$ cat src/rtl/uart_pkg.sv
// Shared types and constants for the byte-stream UART bridge.
package uart_pkg;

    localparam int UART_DATA_BITS = 8;

    typedef enum logic [1:0] {
        TX_IDLE,
        TX_START,
        TX_DATA,
        TX_STOP
    } tx_state_t;

    typedef enum logic [2:0] {
        RX_IDLE,
        RX_START,
        RX_DATA,
        RX_STOP,
        RX_WAIT_HIGH
    } rx_state_t;

endpackage

$ cat src/rtl/uart_rx.sv
// UART receiver: input synchroniser, 8N1 deserialiser and a one-entry
// output register with frame-error and overrun pulses.
module uart_rx
    import uart_pkg::*;
#(
    parameter int CLKS_PER_BIT = 104
) (
    input  logic       clk_i,
    input  logic       rstn_i,
    input  logic       uart_rx_i,
    output logic [7:0] out_data_o,
    output logic       out_valid_o,
    input  logic       out_ready_i,
    output logic       rx_frame_err_o,
    output logic       rx_overrun_o
);

    localparam int               CNT_W = $clog2(CLKS_PER_BIT);
    localparam logic [CNT_W-1:0] FULL  = CNT_W'(CLKS_PER_BIT - 1);
    localparam logic [CNT_W-1:0] HALF  = CNT_W'(CLKS_PER_BIT / 2 - 1);
    localparam logic [2:0]       LAST  = 3'(UART_DATA_BITS - 1);

    logic [1:0]                sync_q;
    logic                      rx_s;
    rx_state_t                 state_q;
    logic [CNT_W-1:0]          cnt_q;
    logic [2:0]                bit_idx_q;
    logic [UART_DATA_BITS-1:0] shift_q;
    logic                      stop_hit;
    logic                      deliver;

    assign rx_s     = sync_q[1];
    assign stop_hit = (state_q == RX_STOP) && (cnt_q == '0);
    assign deliver  = stop_hit && rx_s;

    // Two-flop synchroniser; resets to the idle (high) line level.
    always_ff @(posedge clk_i) begin
        // NOTE: non-blocking assignments make both stages sample pre-edge
        // values; blocking would collapse the chain into a single flop.
        if (!rstn_i) begin
            sync_q <= 2'b11;
        end else begin
            sync_q <= {sync_q[0], uart_rx_i};
        end
    end

    // Receive FSM: find start edge, sample mid-bit, check the stop bit.
    always_ff @(posedge clk_i) begin
        if (!rstn_i) begin
            state_q   <= RX_IDLE;
            cnt_q     <= '0;
            bit_idx_q <= '0;
            shift_q   <= '0;
        end else begin
            case (state_q)
                RX_IDLE: begin
                    if (!rx_s) begin
                        state_q <= RX_START;
                        cnt_q   <= HALF;
                    end
                end
                RX_START: begin
                    if (cnt_q == '0) begin
                        if (rx_s) begin
                            state_q <= RX_IDLE;
                        end else begin
                            state_q   <= RX_DATA;
                            cnt_q     <= FULL;
                            bit_idx_q <= '0;
                        end
                    end else begin
                        cnt_q <= cnt_q - 1'b1;
                    end
                end
                RX_DATA: begin
                    if (cnt_q == '0) begin
                        shift_q <= {rx_s, shift_q[UART_DATA_BITS-1:1]};
                        cnt_q   <= FULL;
                        if (bit_idx_q == LAST) begin
                            state_q <= RX_STOP;
                        end else begin
                            bit_idx_q <= bit_idx_q + 3'd1;
                        end
                    end else begin
                        cnt_q <= cnt_q - 1'b1;
                    end
                end
                RX_STOP: begin
                    if (cnt_q == '0) begin
                        state_q <= rx_s ? RX_IDLE : RX_WAIT_HIGH;
                    end else begin
                        cnt_q <= cnt_q - 1'b1;
                    end
                end
                RX_WAIT_HIGH: begin
                    if (rx_s) begin
                        state_q <= RX_IDLE;
                    end
                end
                default: state_q <= RX_IDLE;
            endcase
        end
    end

    // One-entry output register; a same-cycle handshake frees the slot.
    always_ff @(posedge clk_i) begin
        if (!rstn_i) begin
            out_valid_o <= 1'b0;
            out_data_o  <= '0;
        end else if (deliver && (!out_valid_o || out_ready_i)) begin
            out_valid_o <= 1'b1;
            out_data_o  <= shift_q;
        end else if (out_valid_o && out_ready_i) begin
            out_valid_o <= 1'b0;
        end
    end

    // Registered single-cycle error pulses.
    always_ff @(posedge clk_i) begin
        if (!rstn_i) begin
            rx_frame_err_o <= 1'b0;
            rx_overrun_o   <= 1'b0;
        end else begin
            rx_frame_err_o <= stop_hit && !rx_s;
            rx_overrun_o   <= deliver && out_valid_o && !out_ready_i;
        end
    end

endmodule

$ cat src/rtl/uart_stream.sv
// Byte-stream to UART bridge: 8N1 transmitter on the in_* stream and a
// receiver feeding the out_* stream. TX and RX run independently.
module uart_stream
    import uart_pkg::*;
#(
    parameter int CLKS_PER_BIT = 104
) (
    input  logic       clk_i,
    input  logic       rstn_i,
    input  logic [7:0] in_data_i,
    input  logic       in_valid_i,
    output logic       in_ready_o,
    output logic [7:0] out_data_o,
    output logic       out_valid_o,
    input  logic       out_ready_i,
    output logic       uart_tx_o,
    input  logic       uart_rx_i,
    output logic       rx_frame_err_o,
    output logic       rx_overrun_o
);

    localparam int               CNT_W = $clog2(CLKS_PER_BIT);
    localparam logic [CNT_W-1:0] FULL  = CNT_W'(CLKS_PER_BIT - 1);
    localparam logic [2:0]       LAST  = 3'(UART_DATA_BITS - 1);

    tx_state_t                 state_q;
    logic [CNT_W-1:0]          cnt_q;
    logic [2:0]                bit_idx_q;
    logic [UART_DATA_BITS-1:0] shift_q;

    // Transmit FSM: start bit, eight data bits LSB first, stop bit.
    always_ff @(posedge clk_i) begin
        if (!rstn_i) begin
            state_q    <= TX_IDLE;
            cnt_q      <= '0;
            bit_idx_q  <= '0;
            shift_q    <= '0;
            uart_tx_o  <= 1'b1;
            in_ready_o <= 1'b0;
        end else begin
            case (state_q)
                TX_IDLE: begin
                    if (in_valid_i && in_ready_o) begin
                        state_q    <= TX_START;
                        shift_q    <= in_data_i;
                        cnt_q      <= FULL;
                        uart_tx_o  <= 1'b0;
                        in_ready_o <= 1'b0;
                    end else begin
                        in_ready_o <= 1'b1;
                    end
                end
                TX_START: begin
                    if (cnt_q == '0) begin
                        state_q   <= TX_DATA;
                        uart_tx_o <= shift_q[0];
                        shift_q   <= shift_q >> 1;
                        cnt_q     <= FULL;
                        bit_idx_q <= '0;
                    end else begin
                        cnt_q <= cnt_q - 1'b1;
                    end
                end
                TX_DATA: begin
                    if (cnt_q == '0) begin
                        cnt_q <= FULL;
                        if (bit_idx_q == LAST) begin
                            state_q   <= TX_STOP;
                            uart_tx_o <= 1'b1;
                        end else begin
                            bit_idx_q <= bit_idx_q + 3'd1;
                            uart_tx_o <= shift_q[0];
                            shift_q   <= shift_q >> 1;
                        end
                    end else begin
                        cnt_q <= cnt_q - 1'b1;
                    end
                end
                TX_STOP: begin
                    if (cnt_q == '0) begin
                        state_q    <= TX_IDLE;
                        in_ready_o <= 1'b1;
                    end else begin
                        cnt_q <= cnt_q - 1'b1;
                    end
                end
                default: begin
                    state_q   <= TX_IDLE;
                    uart_tx_o <= 1'b1;
                end
            endcase
        end
    end

    uart_rx #(
        .CLKS_PER_BIT(CLKS_PER_BIT)
    ) u_rx (
        .clk_i         (clk_i),
        .rstn_i        (rstn_i),
        .uart_rx_i     (uart_rx_i),
        .out_data_o    (out_data_o),
        .out_valid_o   (out_valid_o),
        .out_ready_i   (out_ready_i),
        .rx_frame_err_o(rx_frame_err_o),
        .rx_overrun_o  (rx_overrun_o)
    );

endmodule
$ cat config.mk
export PLATFORM = sky130hd
export DESIGN_NAME = uart_stream
export DESIGN_NICKNAME = d
export VERILOG_FILES = /design/src/rtl/uart_pkg.sv /design/src/rtl/uart_rx.sv /design/src/rtl/uart_stream.sv
export SDC_FILE = /design/constraint.sdc
export NUM_CORES = 1
export LEC_CHECK = 0
export BUFFER_PORTS_ARGS = -buffer_cell sky130_fd_sc_hd__buf_4
export CAP_MARGIN = 10
export CELL_PAD_IN_SITES_DETAIL_PLACEMENT = 0
export CELL_PAD_IN_SITES_GLOBAL_PLACEMENT = 1
export CORE_ASPECT_RATIO = 0.9
export CORE_MARGIN = 2
export CORE_UTILIZATION = 30
export CTS_CLUSTER_SIZE = 24
export DETAILED_ROUTE_END_ITERATION = 8
export HOLD_SLACK_MARGIN = 0.08
export PLACE_DENSITY = 0.65
export SLEW_MARGIN = 30
export SYNTH_ARGS = -nofsm -noshare
export SYNTH_HDL_FRONTEND = slang
export SYNTH_SLANG_ARGS = --single-unit
$ cat constraint.sdc
create_clock -name clk_i -period 3.05 [get_ports clk_i]
set_clock_uncertainty 0.05 [all_clocks]
set_input_delay 0 -clock clk_i [delete_from_list [all_inputs] [get_ports clk_i]]
set_output_delay 0 -clock clk_i [all_outputs]
set_load 0.005 [all_outputs]
==> impl_results.md <==
* Largest net degree at the start of global routing at 69
* Clock slew at the register clock pins of the worst setup and hold paths at approximately 0.1 ns
* Final WL at 6030 um
* Reg2reg start: state_q[0]
* Run status: finished, final reports clean
* R2r setup slk at 0.78 ns
* Post-Synth Adder-Cell Area at 4.73%
* Async SR Flop Fraction at 0%
* GRT Total Usage at 11.8%
* Share of the synthesized area in the top cell type at 38.5%
* Clock tree root buffer cell: clkbuf_8
* Cts repair resizes at 0
* Setup WS pre-CTS at approximately 0.8 ns
* CP arrival at ~2.5 ns
* Post-Synthesis Mean Instance Area at approximately 9.0 um2
* F_max at approximately 440 MHz
* Final setup viols at 0
* Main combinational cell family by area after synthesis: simple AND/OR/NAND/NOR gates
* Routed len/inst at 12.6 um
* Min Tclk post-route at 2.27 ns
* RSZ-0062 raised after global routing: false
* Site Rows at 34
* Critical Path RT at between 3 and 4 ns
* # diodes at 0
* Die Ht at between 90 and 100 um
* Comb power frac at 39.4%
* Vias per cell at 5.03
* Starting Density at 30.4%
* First-pass DRT Iterations at 4
* I/O pin count at 26
* DR iter-0 viols at around 90
* Htree depth at 2
* Util after Layout at around 36%
* R2R depth at 7
* Slew Limit Fails at 0
* CTS tree: built
* Post-synth cell types at 55
* Worst-Margin Slew at approximately 0.67 ns
* Dpl cells at ~460
* Seq/Total Area, Yosys at 38.5%
* First-pass GRT wire length at between 10000 and 15000 um
* Maxcap violations at 0
* Port Buffers at 25
* Die W at 108 um
* Fin nets at about 380
* Setup TNS at 0 ns
* List of most frequent post-synthesis cells: dfxtp_1 (56), nand2_1 (40), nand3_1 (25), mux2i_1 (18), nor2_1 (17)
* Most common cell in the synthesized netlist: dfxtp_1
* Core Area at 0.00957 mm2
* Number of antenna violations at the first check in global routing at 0
* Syn-to-layout area delta at 18.7%
* Final hold violation count at 0
* Internal Power at 1.62 mW
* Non-Filler Instances at 477
* CTS Buf Count at 5
* Syn nets at 346
* Synth Warn # at 0
* Hold Crit Class: in -> reg
* Worst VDD drop at around 370 uV
* Max Buffers Root-to-Sink at 2
* Sequential Power Share at between 30 and 40%
* Max FO, Critical Path at 11
* Hold path cells at 2
* Share of cells above drive strength 1 at 16.5%
* Critical Path Sink Type: flop
* Hold EP: uart_tx_o
* Leak pwr at 1.36 nW
* Clock network power share at 22.9%
* Leading area contributor after synthesis: dfxtp_1
* Clock sink total at 56
* Via Count at 2398
* GPL Wtd Cong at 0.721
* Final global-route overflow total at 0
* Min-delay src: rstn_i
* Rel. slew slack at a little under three fifths
* CP Launch Type: flop
* Primary FF master, synth: dfxtp_1
* Top cells by area, synth: dfxtp_1 (39%), mux2i_1 (6.2%), nand2_1 (5.2%)
* Setup Buffers After CTS at 0
* Vias in the first global route at 2233
* Clock Latency Late Sink at 0.31 ns
* FF-to-FF End: shift_q[7]
* Synth Register Bits at 56
* Post-route ant nets at 0
* Switching Fraction at around 36%
* Switch Pwr at 901 uW
* Mux share of post-synthesis cell area at 6.57%
* Post-Synth Simple-Gate Area at 24.2%
* Complex-gate fraction of the synthesized area at 22.3%
* Mapped Area at 0.00291 mm2
* Tcrit/Tclk final at 74.3%
* Pwr dens at between 700 and 800 mW/mm2
* Post-DP HPWL at 4050 um
* Setup WS post-layout at 0.784 ns
* Post-Synth XOR/XNOR Area at 0.301%
* Critical Path Start: state_q[0]
* Total die area at about 0.011 mm2
* Cell count after synthesis at around 320
* Kind of critical path: reg -> reg
* Post-detailed-route DRC marker count at 0
* Post-synth EDFFs at 0
[repair_timing]
action | in CTS | in global routing
endpoints found under the setup margin | 0 | 0
hold buffers | 11 | 0
hold endpoints to repair | 12 | 0
[flip-flops by register name (all words and copies together), names as in the netlist, 2 cells and up]
signal and flops:
u_rx.bit_idx_q 3, cnt_q 7, bit_idx_q 3, state_q 2
u_rx.out_data_o 8, u_rx.sync_q 2, shift_q 8, u_rx.state_q 3
u_rx.shift_q 8, u_rx.cnt_q 7
[critical path, cell delays in order (launching register included)]
cell	delay, ns
dfxtp_1	0.43
inv_1	0.09
ha_1	0.33
a21boi_1	0.18
buf_4	0.16
nor2_1	0.36
and2_1	0.39
mux2i_1	0.22
[power groups by stage]
stage / logic (mW) / registers [mW] / clock network, mW
after global placement: 0.988 / 0.964 / 0
after global routing: 1.11 / 0.964 / 0.617
final: 0.993 / 0.949 / 0.576
after detailed placement: 0.984 / 0.964 / 0
after CTS: 1.00 / 0.948 / 0.595
after floorplan: 0.767 / 0.942 / 0
[worst max path at each step]
stage                                    to  slack, ns  cells after the start
after global routing             shift_q[7]       0.58                      7
after floorplan           u_rx.bit_idx_q[0]       1.14                      6
after detailed placement         shift_q[7]       0.82                      7
final                            shift_q[7]       0.78                      7
after CTS                        shift_q[7]       0.79                      7
after global placement           shift_q[7]       0.86                      7
[cell families after synthesis]
kind of cell / count (synthesis)
buffers and inverters: 25
AO/OA/AOI/OAI: 79
XOR/XNOR: 1
adder cells (fa/ha/maj): 11
flip-flops: 56
AND/OR/NAND/NOR: 131
multiplexers: 19
[metrics by stage]
| step | area [um2] | power (mW) | hold WS, ns |
|---|---|---|---|
| 2_1_floorplan | 2910 | 1.71 | 0.0515 |
| 3_3_place_gp | 3220 | 1.95 | 0.147 |
| 3_5_place_dp | 3220 | 1.95 | 0.139 |
| 4_1_cts | 3450 | 2.54 | 0.125 |
| 5_1_grt | 3450 | 2.69 | 0.162 |
| 6_report | 3450 | 2.52 | 0.144 |
[routing by layer]
metal | track usage [%] | share of wire, % | vias to the layer above
li1 | - | - | 1235
met1 | 16.5 | 53 | 1125
met2 | 18.5 | 44 | 33
met3 | 2.08 | 2.3 | 5
met4 | 3.85 | 1.0 | 0
met5 | 0 | 0 | -
[area by class of cell]
type	instances	area (um2)
Clock buffer	5	68.8
Clock inverter	2	60.1
Fill cell	972	6120
Inverter	7	26.3
Multi-Input combinational cell	241	1690
Sequential cell	56	1120
Tap cell	126	158
Timing Repair Buffer	40	328
[layout by cell type (no fill, tap or decap), drive strengths merged, types with 3 or more instances in the layout]
cell type	Yosys	routed
dfxtp	56	56
nand2	40	40
buf	3	29
nand3	25	25
nor2	19	19
mux2i	18	18
a21boi	13	13
a21oi	11	11
ha	11	11
dlygate4sd3	0	11
o211a	9	9
nor2b	8	8
nand2b	8	8
inv	7	7
o21ai	7	7
nand3b	6	6
o221a	6	6
a211oi	5	5
clkbuf	15	5
nor3	4	4
a2111oi	4	4
or2	3	3
and3	3	3
nor3b	3	3
Note: power is estimated with default switching activity, not from simulation.
